[config.mk]
export PLATFORM = sky130hd
export DESIGN_NAME = id_ex_stage
export DESIGN_NICKNAME = d
export VERILOG_FILES = /design/src/rtl/pipe_pkg.sv /design/src/rtl/hazard_fwd_unit.sv /design/src/rtl/id_ex_stage.sv
export SDC_FILE = /design/constraint.sdc
export NUM_CORES = 1
export LEC_CHECK = 0
export ABC_CLOCK_PERIOD_IN_PS = 2100
export CORE_AREA = 2 2 147 149
export CTS_CLUSTER_DIAMETER = 30
export DETAILED_ROUTE_END_ITERATION = 16
export DIE_AREA = 0 0 149 151
export PLACE_DENSITY = 0.84
export SYNTH_ARGS = -nofsm -noshare
export SYNTH_HDL_FRONTEND = slang
export SYNTH_SLANG_ARGS = --single-unit
[constraint.sdc]
create_clock -name clk -period 2.1 [get_ports clk]
set_input_delay 0.21 -clock clk [delete_from_list [all_inputs] [get_ports clk]]
set_output_delay 0.21 -clock clk [all_outputs]
set_load 0.1 [all_outputs]
[src/rtl/pipe_pkg.sv]
// Shared constants for the MIPS32 decode/execute boundary: operand forward
// selects, control bundle width and the hardwired-zero register number.
package pipe_pkg;

    localparam int DATA_WIDTH = 32;
    localparam int CTRL_WIDTH = 8;

    localparam logic [4:0] REG_ZERO = 5'd0;

    localparam logic [1:0] FWD_NONE  = 2'd0;
    localparam logic [1:0] FWD_EXMEM = 2'd1;
    localparam logic [1:0] FWD_MEMWB = 2'd2;

endpackage

[src/rtl/hazard_fwd_unit.sv]
// Combinational operand resolution for both decode operands: picks bypass data
// or an EX-stage forward tag, and flags a load-use hazard.
module hazard_fwd_unit #(
    parameter int DATA_WIDTH = pipe_pkg::DATA_WIDTH
) (
    input  logic [4:0]            rs,
    input  logic [4:0]            rt,
    input  logic                  uses_rt,
    input  logic [DATA_WIDTH-1:0] rf_data1,
    input  logic [DATA_WIDTH-1:0] rf_data2,
    input  logic                  ex_valid,
    input  logic                  ex_reg_write,
    input  logic                  ex_mem_read,
    input  logic [4:0]            ex_rd,
    input  logic                  exmem_reg_write,
    input  logic                  exmem_mem_read,
    input  logic [4:0]            exmem_rd,
    input  logic [DATA_WIDTH-1:0] exmem_result,
    input  logic                  memwb_reg_write,
    input  logic [4:0]            memwb_rd,
    input  logic [DATA_WIDTH-1:0] memwb_result,
    output logic [DATA_WIDTH-1:0] op_a,
    output logic [DATA_WIDTH-1:0] op_b,
    output logic [1:0]            fwd_a,
    output logic [1:0]            fwd_b,
    output logic                  load_use
);
    import pipe_pkg::*;

    typedef struct packed {
        logic [DATA_WIDTH-1:0] value;
        logic [1:0]            fwd;
        logic                  hazard;
    } operand_t;

    operand_t res_a;
    operand_t res_b;

    // Youngest producer wins; a load still in EX cannot be bypassed at all, a
    // load in EX/MEM is picked up by the EX-stage mux from MEM/WB next cycle.
    function automatic operand_t resolve(input logic [4:0] src,
                                         input logic [DATA_WIDTH-1:0] rf);
        operand_t r;
        r = '{value: rf, fwd: FWD_NONE, hazard: 1'b0};
        if (src == REG_ZERO) begin
            r.value = '0;
        end else if (ex_valid && ex_reg_write && ex_rd == src) begin
            if (ex_mem_read) r.hazard = 1'b1;
            else             r.fwd    = FWD_EXMEM;
        end else if (exmem_reg_write && exmem_rd == src) begin
            if (exmem_mem_read) r.fwd   = FWD_MEMWB;
            else                r.value = exmem_result;
        end else if (memwb_reg_write && memwb_rd == src) begin
            r.value = memwb_result;
        end
        return r;
    endfunction

    // NOTE: every always_comb output gets a full assignment on each path, so no latch is inferred.
    always_comb begin
        res_a = resolve(rs, rf_data1);
        res_b = '{value: rf_data2, fwd: FWD_NONE, hazard: 1'b0};
        if (uses_rt) res_b = resolve(rt, rf_data2);
    end

    assign op_a     = res_a.value;
    assign op_b     = res_b.value;
    assign fwd_a    = res_a.fwd;
    assign fwd_b    = res_b.fwd;
    assign load_use = res_a.hazard | res_b.hazard;

endmodule

[src/rtl/id_ex_stage.sv]
// ID/EX pipeline register with operand bypass, load-use stall, branch flush
// and a saturating stall-cycle counter.
module id_ex_stage #(
    parameter int DATA_WIDTH = pipe_pkg::DATA_WIDTH,
    parameter int CTRL_WIDTH = pipe_pkg::CTRL_WIDTH
) (
    input  logic                  clk,
    input  logic                  rst_n,
    input  logic                  id_valid,
    input  logic [4:0]            id_rs,
    input  logic [4:0]            id_rt,
    input  logic                  id_uses_rt,
    input  logic [4:0]            id_rd,
    input  logic                  id_reg_write,
    input  logic                  id_mem_read,
    input  logic [DATA_WIDTH-1:0] id_imm,
    input  logic [CTRL_WIDTH-1:0] id_ctrl,
    output logic [4:0]            rf_rd_addr1,
    output logic [4:0]            rf_rd_addr2,
    input  logic [DATA_WIDTH-1:0] rf_rd_data1,
    input  logic [DATA_WIDTH-1:0] rf_rd_data2,
    input  logic                  exmem_reg_write,
    input  logic                  exmem_mem_read,
    input  logic [4:0]            exmem_rd,
    input  logic [DATA_WIDTH-1:0] exmem_result,
    input  logic                  memwb_reg_write,
    input  logic [4:0]            memwb_rd,
    input  logic [DATA_WIDTH-1:0] memwb_result,
    input  logic                  flush,
    output logic                  stall,
    output logic                  ex_valid,
    output logic                  ex_reg_write,
    output logic                  ex_mem_read,
    output logic [4:0]            ex_rs,
    output logic [4:0]            ex_rt,
    output logic [4:0]            ex_rd,
    output logic [DATA_WIDTH-1:0] ex_op_a,
    output logic [DATA_WIDTH-1:0] ex_op_b,
    output logic [DATA_WIDTH-1:0] ex_imm,
    output logic [CTRL_WIDTH-1:0] ex_ctrl,
    output logic [1:0]            ex_fwd_a,
    output logic [1:0]            ex_fwd_b,
    output logic [31:0]           stall_cnt
);
    import pipe_pkg::*;

    logic [DATA_WIDTH-1:0] op_a;
    logic [DATA_WIDTH-1:0] op_b;
    logic [1:0]            fwd_a;
    logic [1:0]            fwd_b;
    logic                  load_use;

    assign rf_rd_addr1 = id_rs;
    assign rf_rd_addr2 = id_rt;

    hazard_fwd_unit #(.DATA_WIDTH(DATA_WIDTH)) u_hazard_fwd (
        .rs              (id_rs),
        .rt              (id_rt),
        .uses_rt         (id_uses_rt),
        .rf_data1        (rf_rd_data1),
        .rf_data2        (rf_rd_data2),
        .ex_valid        (ex_valid),
        .ex_reg_write    (ex_reg_write),
        .ex_mem_read     (ex_mem_read),
        .ex_rd           (ex_rd),
        .exmem_reg_write (exmem_reg_write),
        .exmem_mem_read  (exmem_mem_read),
        .exmem_rd        (exmem_rd),
        .exmem_result    (exmem_result),
        .memwb_reg_write (memwb_reg_write),
        .memwb_rd        (memwb_rd),
        .memwb_result    (memwb_result),
        .op_a            (op_a),
        .op_b            (op_b),
        .fwd_a           (fwd_a),
        .fwd_b           (fwd_b),
        .load_use        (load_use)
    );

    // A taken branch kills the decode slot, so it never needs to wait.
    assign stall = rst_n & id_valid & load_use & ~flush;

    // NOTE: sequential state uses non-blocking assignments so every register samples pre-edge values.
    always_ff @(posedge clk) begin
        if (!rst_n) begin
            ex_valid     <= 1'b0;
            ex_reg_write <= 1'b0;
            ex_mem_read  <= 1'b0;
            ex_rs        <= '0;
            ex_rt        <= '0;
            ex_rd        <= '0;
            ex_op_a      <= '0;
            ex_op_b      <= '0;
            ex_imm       <= '0;
            ex_ctrl      <= '0;
            ex_fwd_a     <= FWD_NONE;
            ex_fwd_b     <= FWD_NONE;
            stall_cnt    <= '0;
        end else begin
            if (stall && stall_cnt != 32'hFFFF_FFFF) stall_cnt <= stall_cnt + 32'd1;

            // Bubble only clears the qualifiers; the datapath fields are don't-care and hold.
            if (flush || stall) begin
                ex_valid     <= 1'b0;
                ex_reg_write <= 1'b0;
                ex_mem_read  <= 1'b0;
            end else begin
                ex_valid     <= id_valid;
                ex_reg_write <= id_valid & id_reg_write;
                ex_mem_read  <= id_valid & id_mem_read;
                ex_rs        <= id_rs;
                ex_rt        <= id_rt;
                ex_rd        <= id_rd;
                ex_op_a      <= op_a;
                ex_op_b      <= op_b;
                ex_imm       <= id_imm;
                ex_ctrl      <= id_ctrl;
                ex_fwd_a     <= fwd_a;
                ex_fwd_b     <= fwd_b;
            end
        end
    end

endmodule

==> impl_metrics.csv, run 1 <==
group,metric,value,unit
run_status,status,"finished with violations",
run_status,violations,"setup timing",
layout,layout-drive-gt1-share,34.3,%
detailed_routing,first_iter_violations,560,
die,core-area,20800,sq um
die,die_area,22500,sq um
hold_path,min_from,"id_rd[1]",
clock_network,cts_max_level,4,
synthesis,syn_avg_cell_area,8.09,sq um
global_routing,grt_pass1_vias,8957,
timing,final-setup-viol-count,94,
global_routing,overflow,0,
global_routing,grt_max_degree,87,
setup_path,reg2reg_to,"stall_cnt[29]",
clock_network,ctsHoldBuffers,0,
layout,layout-area-overhead-vs-synth,81.2,%
synthesis,yosysWarnings,0,
setup_path,endpoint_kind,"output port",
timing,fin_ws,-210,ps
hold_path,holdPathEnd,"ex_rd[1]",
detailed_routing,drt-wirelength-per-cell,21.2,microns
place,hpwl,23400,microns
hold_path,hold_path_depth,3,
detailed_routing,ant_nets,0,
layout,final_util,68.1,%
die,rows,53,
setup_path,cp_data_required_time,1890,ps
pwr,max-vdd-ir-drop,0.000439,V
synthesis,synth_cells,967,
setup_path,r2r_slack,-140,ps
clock_network,path_clk_slew,70,ps
detailed_routing,drc_errors,0,
synthesis,syn-num-nets,1171,
die,io_pins,372,
synthesis,netlist_area,7820,sq um
timing,max_slew_margin,55.5,%
setup_path,critPathLaunchType,"flop",
clock_network,cts_tree,"yes",
detailed_routing,viasPerCell,5.60,
synthesis,ys_async_sr_fraction,0,%
die,die_y,151,microns
synthesis,seq_area_frac_synth,40.4,%
global_routing,antenna_found_initial,2,
timing,tightestPinTransition,667,ps
clock_network,clockRootBuffer,"clkbuf_16",
synthesis,ys_ff_latch,158,
layout,final_cell_mix,"buf_4, clkdlybuf4s50_1, nand2_1, dfxtp_1, nor2_1",
timing,rsz0062_at_grt,"true",
pwr,total_power,9.15,mW
global_routing,grt_pass1_wl,48400,microns
pwr,p_per_area,646,nW/um^2
timing,tns,-4170,ps
layout,fillers,1582,
timing,fin_crit_sh,110,%
clock_network,cts_made_buffers,17,
layout,final_common_cell,"buf_4",
detailed_routing,vias,9456,
clock_network,cts.sinks,158,
synthesis,synth_edf_count,0,
die,fp.dieW,149,microns
hold_path,worst_hold_path_type,"input pin to flop",
clock_network,clock_latency,430,ps
clock_network,clock_path_buffers,2,
place,gp_congestion,0.942,
synthesis,synthDistinctLibCells,53,
setup_path,ff2ff_path_depth,8,
pwr,p_leak,5.70,nW
detailed_routing,dr.pass1.iters,5,
setup_path,rr_startpoint,"ex_rd[0]",
job,maxCapViolCount,0,
synthesis,synth_top_flop_cell,"dfxtp_1",
layout,nets,1603,
die,start_util,37.6,%
setup_path,worstPathMaxFanout,3,
global_routing,grtUsageTotal,27.7,%
timing,clock_skew,13.0,ps
timing,hold_viol,0,
detailed_routing,wl,35900,microns
setup_path,criticalPathCategory,"flop to output port",
setup_path,cp.arrival,2100,ps
place,io_buffers,371,
timing,slew_violations,0,
timing,fmax,433,MHz
timing,fin_crit,2310,ps
-- flip-flops by register name, summed over array words and instances, names as in the netlist --
| register | cells |
|---|---|
| ex_reg_write | 1 |
| ex_op_b | 32 |
| ex_rs | 5 |
| ex_fwd_a | 2 |
| ex_ctrl | 8 |
| ex_rt | 5 |
| ex_fwd_b | 2 |
| ex_valid | 1 |
| ex_op_a | 32 |
| ex_rd | 5 |
| ex_mem_read | 1 |
| stall_cnt | 32 |
| ex_imm | 32 |
-- cells in the mapped netlist, drive strengths merged (13+ instances only) --
cell type	count	share of area [%]
a21oi	68	4.4
a22o	32	3.6
a22oi	32	3.1
a31oi	33	2.6
and3	13	1.1
buf	24	2.0
clkbuf	71	3.4
dfxtp	158	40
nand2	132	6.3
nand2b	34	2.7
nand3	18	1.2
nor2	65	3.2
nor3	35	2.2
o211ai	33	3.3
o21ai	69	4.5
o2bb2ai	32	3.6
xnor2	13	1.5
xor2	37	4.1
-- layer usage --
layer | part of all wire, % | wire (microns) | vias to the layer above | track usage (%)
met2 | 51 | 18200 | 506 | 48.7
met5 | 0 | 0 | - | 0
met3 | 8.6 | 3100 | 102 | 7.02
met4 | 4.4 | 1580 | 0 | 14.0
li1 | - | - | 4346 | -
met1 | 36 | 13000 | 4502 | 31.2
-- critical path: stages (launching register included) --
cell and delay, ps:
dfxtp_4 370, xor2_4 150, nor4_4 270, nand4_1 190, buf_4 200, a21boi_4 180
buf_6 130, buf_12 160
-- timing repair --
action	4_1_cts	5_1_grt
pin swaps	20	59
setup endpoints to repair	146	157
resized for setup	26	163
cloned	5	18
setup buffers	13	15
-- power breakdown --
| part | leakage (nW) | total (mW) | internal [mW] | switching (mW) |
|---|---|---|---|---|
| Combinational | 4.09 | 2.76 | 0.963 | 1.80 |
| Sequential | 1.32 | 3.22 | 3.12 | 0.0986 |
| Clock | 0.287 | 3.17 | 1.75 | 1.42 |
| Total | 5.70 | 9.15 | 5.83 | 3.32 |
-- per-stage QoR --
stage | worst slack [ps] | std cells | area [sq um] | hold slack, ps
after floorplan | -538 | 967 | 8020 | 331
final | -210 | 1690 | 14200 | 327
after global placement | -801 | 1606 | 12200 | 443
after CTS | -230 | 1656 | 13100 | 308
after detailed placement | -749 | 1606 | 12200 | 447
after global routing | -289 | 1689 | 14200 | 315
-- cells by family (layout without fill, tap and decap cells) --
logic type,count (synthesis),after routing,share of synthesized area (%)
mux,5,5,0.656
flops,158,158,40.4
simple gates,342,343,21.2
fa+ha+maj,1,1,0.160
xor+xnor,50,50,5.60
buf+inv,100,544,5.63
other cells,0,3,0
compound gates,311,311,26.3
-- area by class of cell --
| type | instances | area [sq um] | area share [%] |
|---|---|---|---|
| Timing Repair Buffer | 507 | 5110 | 36.1 |
| Multi-Input combinational cell | 710 | 4840 | 34.1 |
| Inverter | 5 | 18.8 | 0.132 |
| Sequential cell | 158 | 3260 | 23.0 |
| Tap cell | 275 | 344 | 2.43 |
| Antenna cell | 3 | 7.51 | 0.0530 |
| Clock inverter | 13 | 138 | 0.971 |
| Clock buffer | 19 | 454 | 3.21 |
-- worst max path at each step --
stage	depth (start not counted)	startpoint	slack (ps)	end
floorplan	7	ex_rd[0]	-540	stall_cnt[26]
global placement	12	id_rt[2]	-800	ex_op_b[20]
detailed placement	12	id_rt[2]	-750	ex_op_b[20]
CTS	8	ex_rd[3]	-230	stall
global route	7	ex_rd[0]	-290	stall
finish	7	ex_rd[0]	-210	stall
Note: power is estimated with default switching activity, not from simulation.
==> inputs of run 2 (changes only) <==
Settings changed: ABC_AREA set to 1, CORE_AREA 2 2 147 149 to 2 2 161 163, DIE_AREA 0 0 149 151 to 0 0 163 165, PLACE_DENSITY 0.84 to 0.85, SYNTH_HIERARCHICAL set to 1.
==> impl_metrics.csv, run 2 <==
group,metric,value,unit
clock_network,cts_max_level,4,
run_status,violations,"setup timing",
pwr,intPower,6.04,mW
timing,fin_ws,-369,ps
global_routing,grt_pass1_wl,68800,microns
setup_path,worstPathMaxFanout,4,
synthesis,ys_ff_latch,158,
synthesis,synth_common_cells,"nor2_1, nand2_1, o21ai_0",
place,placed_cell_area,14800,sq um
timing,hold_viol,0,
synthesis,synth_top_flop_cell,"dfxtp_1",
setup_path,cp_slowest_cell,"dfxtp_4",
pwr,p_leak,8.46,nW
run_status,status,"finished with violations",
synthesis,synthDistinctLibCells,34,
die,core-area,25000,sq um
layout,layout-area-overhead-vs-synth,66.0,%
clock_network,cts_tree,"yes",
clock_network,cts_made_buffers,17,
pwr,p_seq_share,32.4,%
synthesis,ys_async_sr_fraction,0,%
die,die_y,165,microns
pwr,clkPwrFrac,31.7,%
setup_path,critPathBufInv,4,
pwr,p_per_area,591,nW/um^2
synthesis,seq_area_frac_synth,30.4,%
layout,final_cell_mix,"nor2_1, nand2_1, buf_4, clkdlybuf4s50_1, o21ai_0",
layout,layout-drive-gt1-share,27.5,%
clock_network,clock_latency,430,ps
hold_path,worst_hold_path_type,"input pin to flop",
detailed_routing,drt-wirelength-per-cell,18.7,microns
place,preCtsSetupSlack,-641,ps
detailed_routing,viasPerCell,5.37,
pwr,max-vdd-ir-drop,0.000479,V
timing,tns,-34580,ps
layout,final_common_cell,"nor2_1",
synthesis,synth_cells,1813,
global_routing,grt_max_degree,115,
clock_network,clock_path_buffers,2,
pwr,power_frac_comb,35.9,%
setup_path,path_cells,"buf_6, xor2_2, nor2_1, nand3_2, inv_2, nand2_2, a21boi_2, nand3_2, nor2_4, buf_6, buf_12",
detailed_routing,drc_errors,0,
synthesis,yosys-top-cells-area,"dfxtp_1, nor2_1, nand2_1, o21ai_0, inv_1",
synthesis,netlist.area_leader.share,30.4,%
detailed_routing,ant_nets,0,
place,hpwl,31600,microns
job,maxCapViolCount,0,
timing,max_slew_margin,64.9,%
clock_network,ctsHoldBuffers,0,
global_routing,antenna_found_initial,7,
die,fp.dieW,163,microns
detailed_routing,dr.pass1.iters,7,
pwr,p_sw_share,40.8,%
global_routing,grt_pass1_vias,12400,
layout,final_util,69.0,%
setup_path,criticalPathCategory,"flop to output port",
synthesis,yosysWarnings,6,
die,die_area,26900,sq um
place,dp_cells,2508,
die,io_pins,372,
synthesis,synth_edf_count,0,
timing,hold-worst-slack,306,ps
synthesis,syn-num-nets,2017,
layout,fin_cells,2611,
synthesis,yosysMostFrequentCell,"nor2_1",
setup_path,critPathTopFamily,"simple AND/OR/NAND/NOR gates",
detailed_routing,wl,48900,microns
timing,tightestPinTransition,527,ps
clock_network,clockRootBuffer,"clkbuf_16",
timing,fin_crit,2470,ps
setup_path,crit_path_max_incr_delay,370,ps
timing,rsz0062_at_grt,"true",
detailed_routing,first_iter_violations,1698,
global_routing,overflow,0,
pwr,total_power,10.2,mW
synthesis,netlist_area,10400,sq um
setup_path,cp_data_required_time,1890,ps
layout,nets,2465,
timing,fin_crit_sh,118,%
clock_network,cts.sinks,158,
timing,final-setup-viol-count,159,
timing,clock_skew,15.0,ps
timing,slew_violations,0,
die,rows,58,
pwr,p_switching,4.17,mW
layout,final_area,17300,sq um
timing,fmax,405,MHz
setup_path,cp.arrival,2260,ps
synthesis,syn_avg_cell_area,5.75,sq um
detailed_routing,vias,14000,
die,start_util,41.6,%
synthesis,yosysTopAreaCell,"dfxtp_1",
place,gp_congestion,0.991,
setup_path,critPathLaunchType,"flop",
setup_path,endpoint_kind,"output port",
place,io_buffers,371,
clock_network,path_clk_slew,80,ps
global_routing,grtUsageTotal,32.9,%
[run 2: cell types whose count changed after synthesis, sizes merged, moves of 34 or more]
| cell | change |
|---|---|
| nand3 | +58 |
| inv | +177 |
| o21ai | +167 |
| nand2b | -34 |
| nand2 | +264 |
| nor2 | +485 |
[run 2: power by group through the flow]
stage | logic, mW | registers (mW) | clock network [mW]
2_1_floorplan | 0.847 | 4.55 | 0
3_3_place_gp | 3.16 | 3.32 | 0
3_5_place_dp | 3.19 | 3.33 | 0
4_1_cts | 3.42 | 3.26 | 3.29
5_1_grt | 3.82 | 3.32 | 3.42
6_report | 3.66 | 3.31 | 3.24
[run 2: layer usage]
metal  track usage, %  part of all wire, %  routed length (microns)
met5                0                    0                        0
met1             41.9                   38                    18700
met2             53.9                   47                    22900
met4             16.4                  5.3                     2580
met3             5.75                  9.6                     4690
[run 2: what timing repair did]
action,in CTS,in global routing
buffers inserted,23,29
setup endpoints to repair,141,159
resized for setup,76,262
pin swaps,36,76
gates cloned,18,11
[run 2: final timing paths]
check              start  cells after the start  slack (ps)           to
max             ex_rd[0]                     11        -370        stall
min          id_mem_read                      3         310  ex_mem_read
max reg2reg     ex_rd[0]                     15        -320    ex_imm[2]
min reg2reg  ex_op_b[30]                      2         480  ex_op_b[30]
[run 2: area by class of cell]
cell class	count	area, sq um
repair buffers	534	5580
clock buffers	17	425
fillers	2096	7750
diodes	7	17.5
flip-flops and latches	158	3210
inverters	181	706
well taps	330	413
clock inverters	15	186
multi-input cells	1369	6750
[run 2: worst reg2reg max path: stages, from the launching register on]
cell and delay [ps]:
dfxtp_4 370, buf_6 120, xor2_2 140, nor2_1 160, nand3_2 110, inv_2 90, nand2_2 70, a21boi_2 200
nand3_2 140, buf_6 160, nand2_8 120, buf_12 170, buf_12 110, buf_16 120, o21ai_1 90, nor2_1 180
[run 2: logic make-up (layout without fill, tap and decap cells)]
| group | after synthesis | in the layout | synth area share (%) |
|---|---|---|---|
| adder cells (fa/ha/maj) | 1 | 1 | 0.120 |
| flip-flops | 158 | 158 | 30.4 |
| other | 0 | 7 | 0 |
| buffers and inverters | 286 | 747 | 12.0 |
| AO/OA/AOI/OAI | 287 | 287 | 14.1 |
| XOR/XNOR | 8 | 8 | 0.673 |
| AND/OR/NAND/NOR | 1073 | 1073 | 42.7 |
==> inputs of run 3 (changes only) <==
Settings changed: HOLD_SLACK_MARGIN set to 0.15.
==> results of run 3 <==
Same layout as run 2: the final DEF is identical, and so are final timing and power.
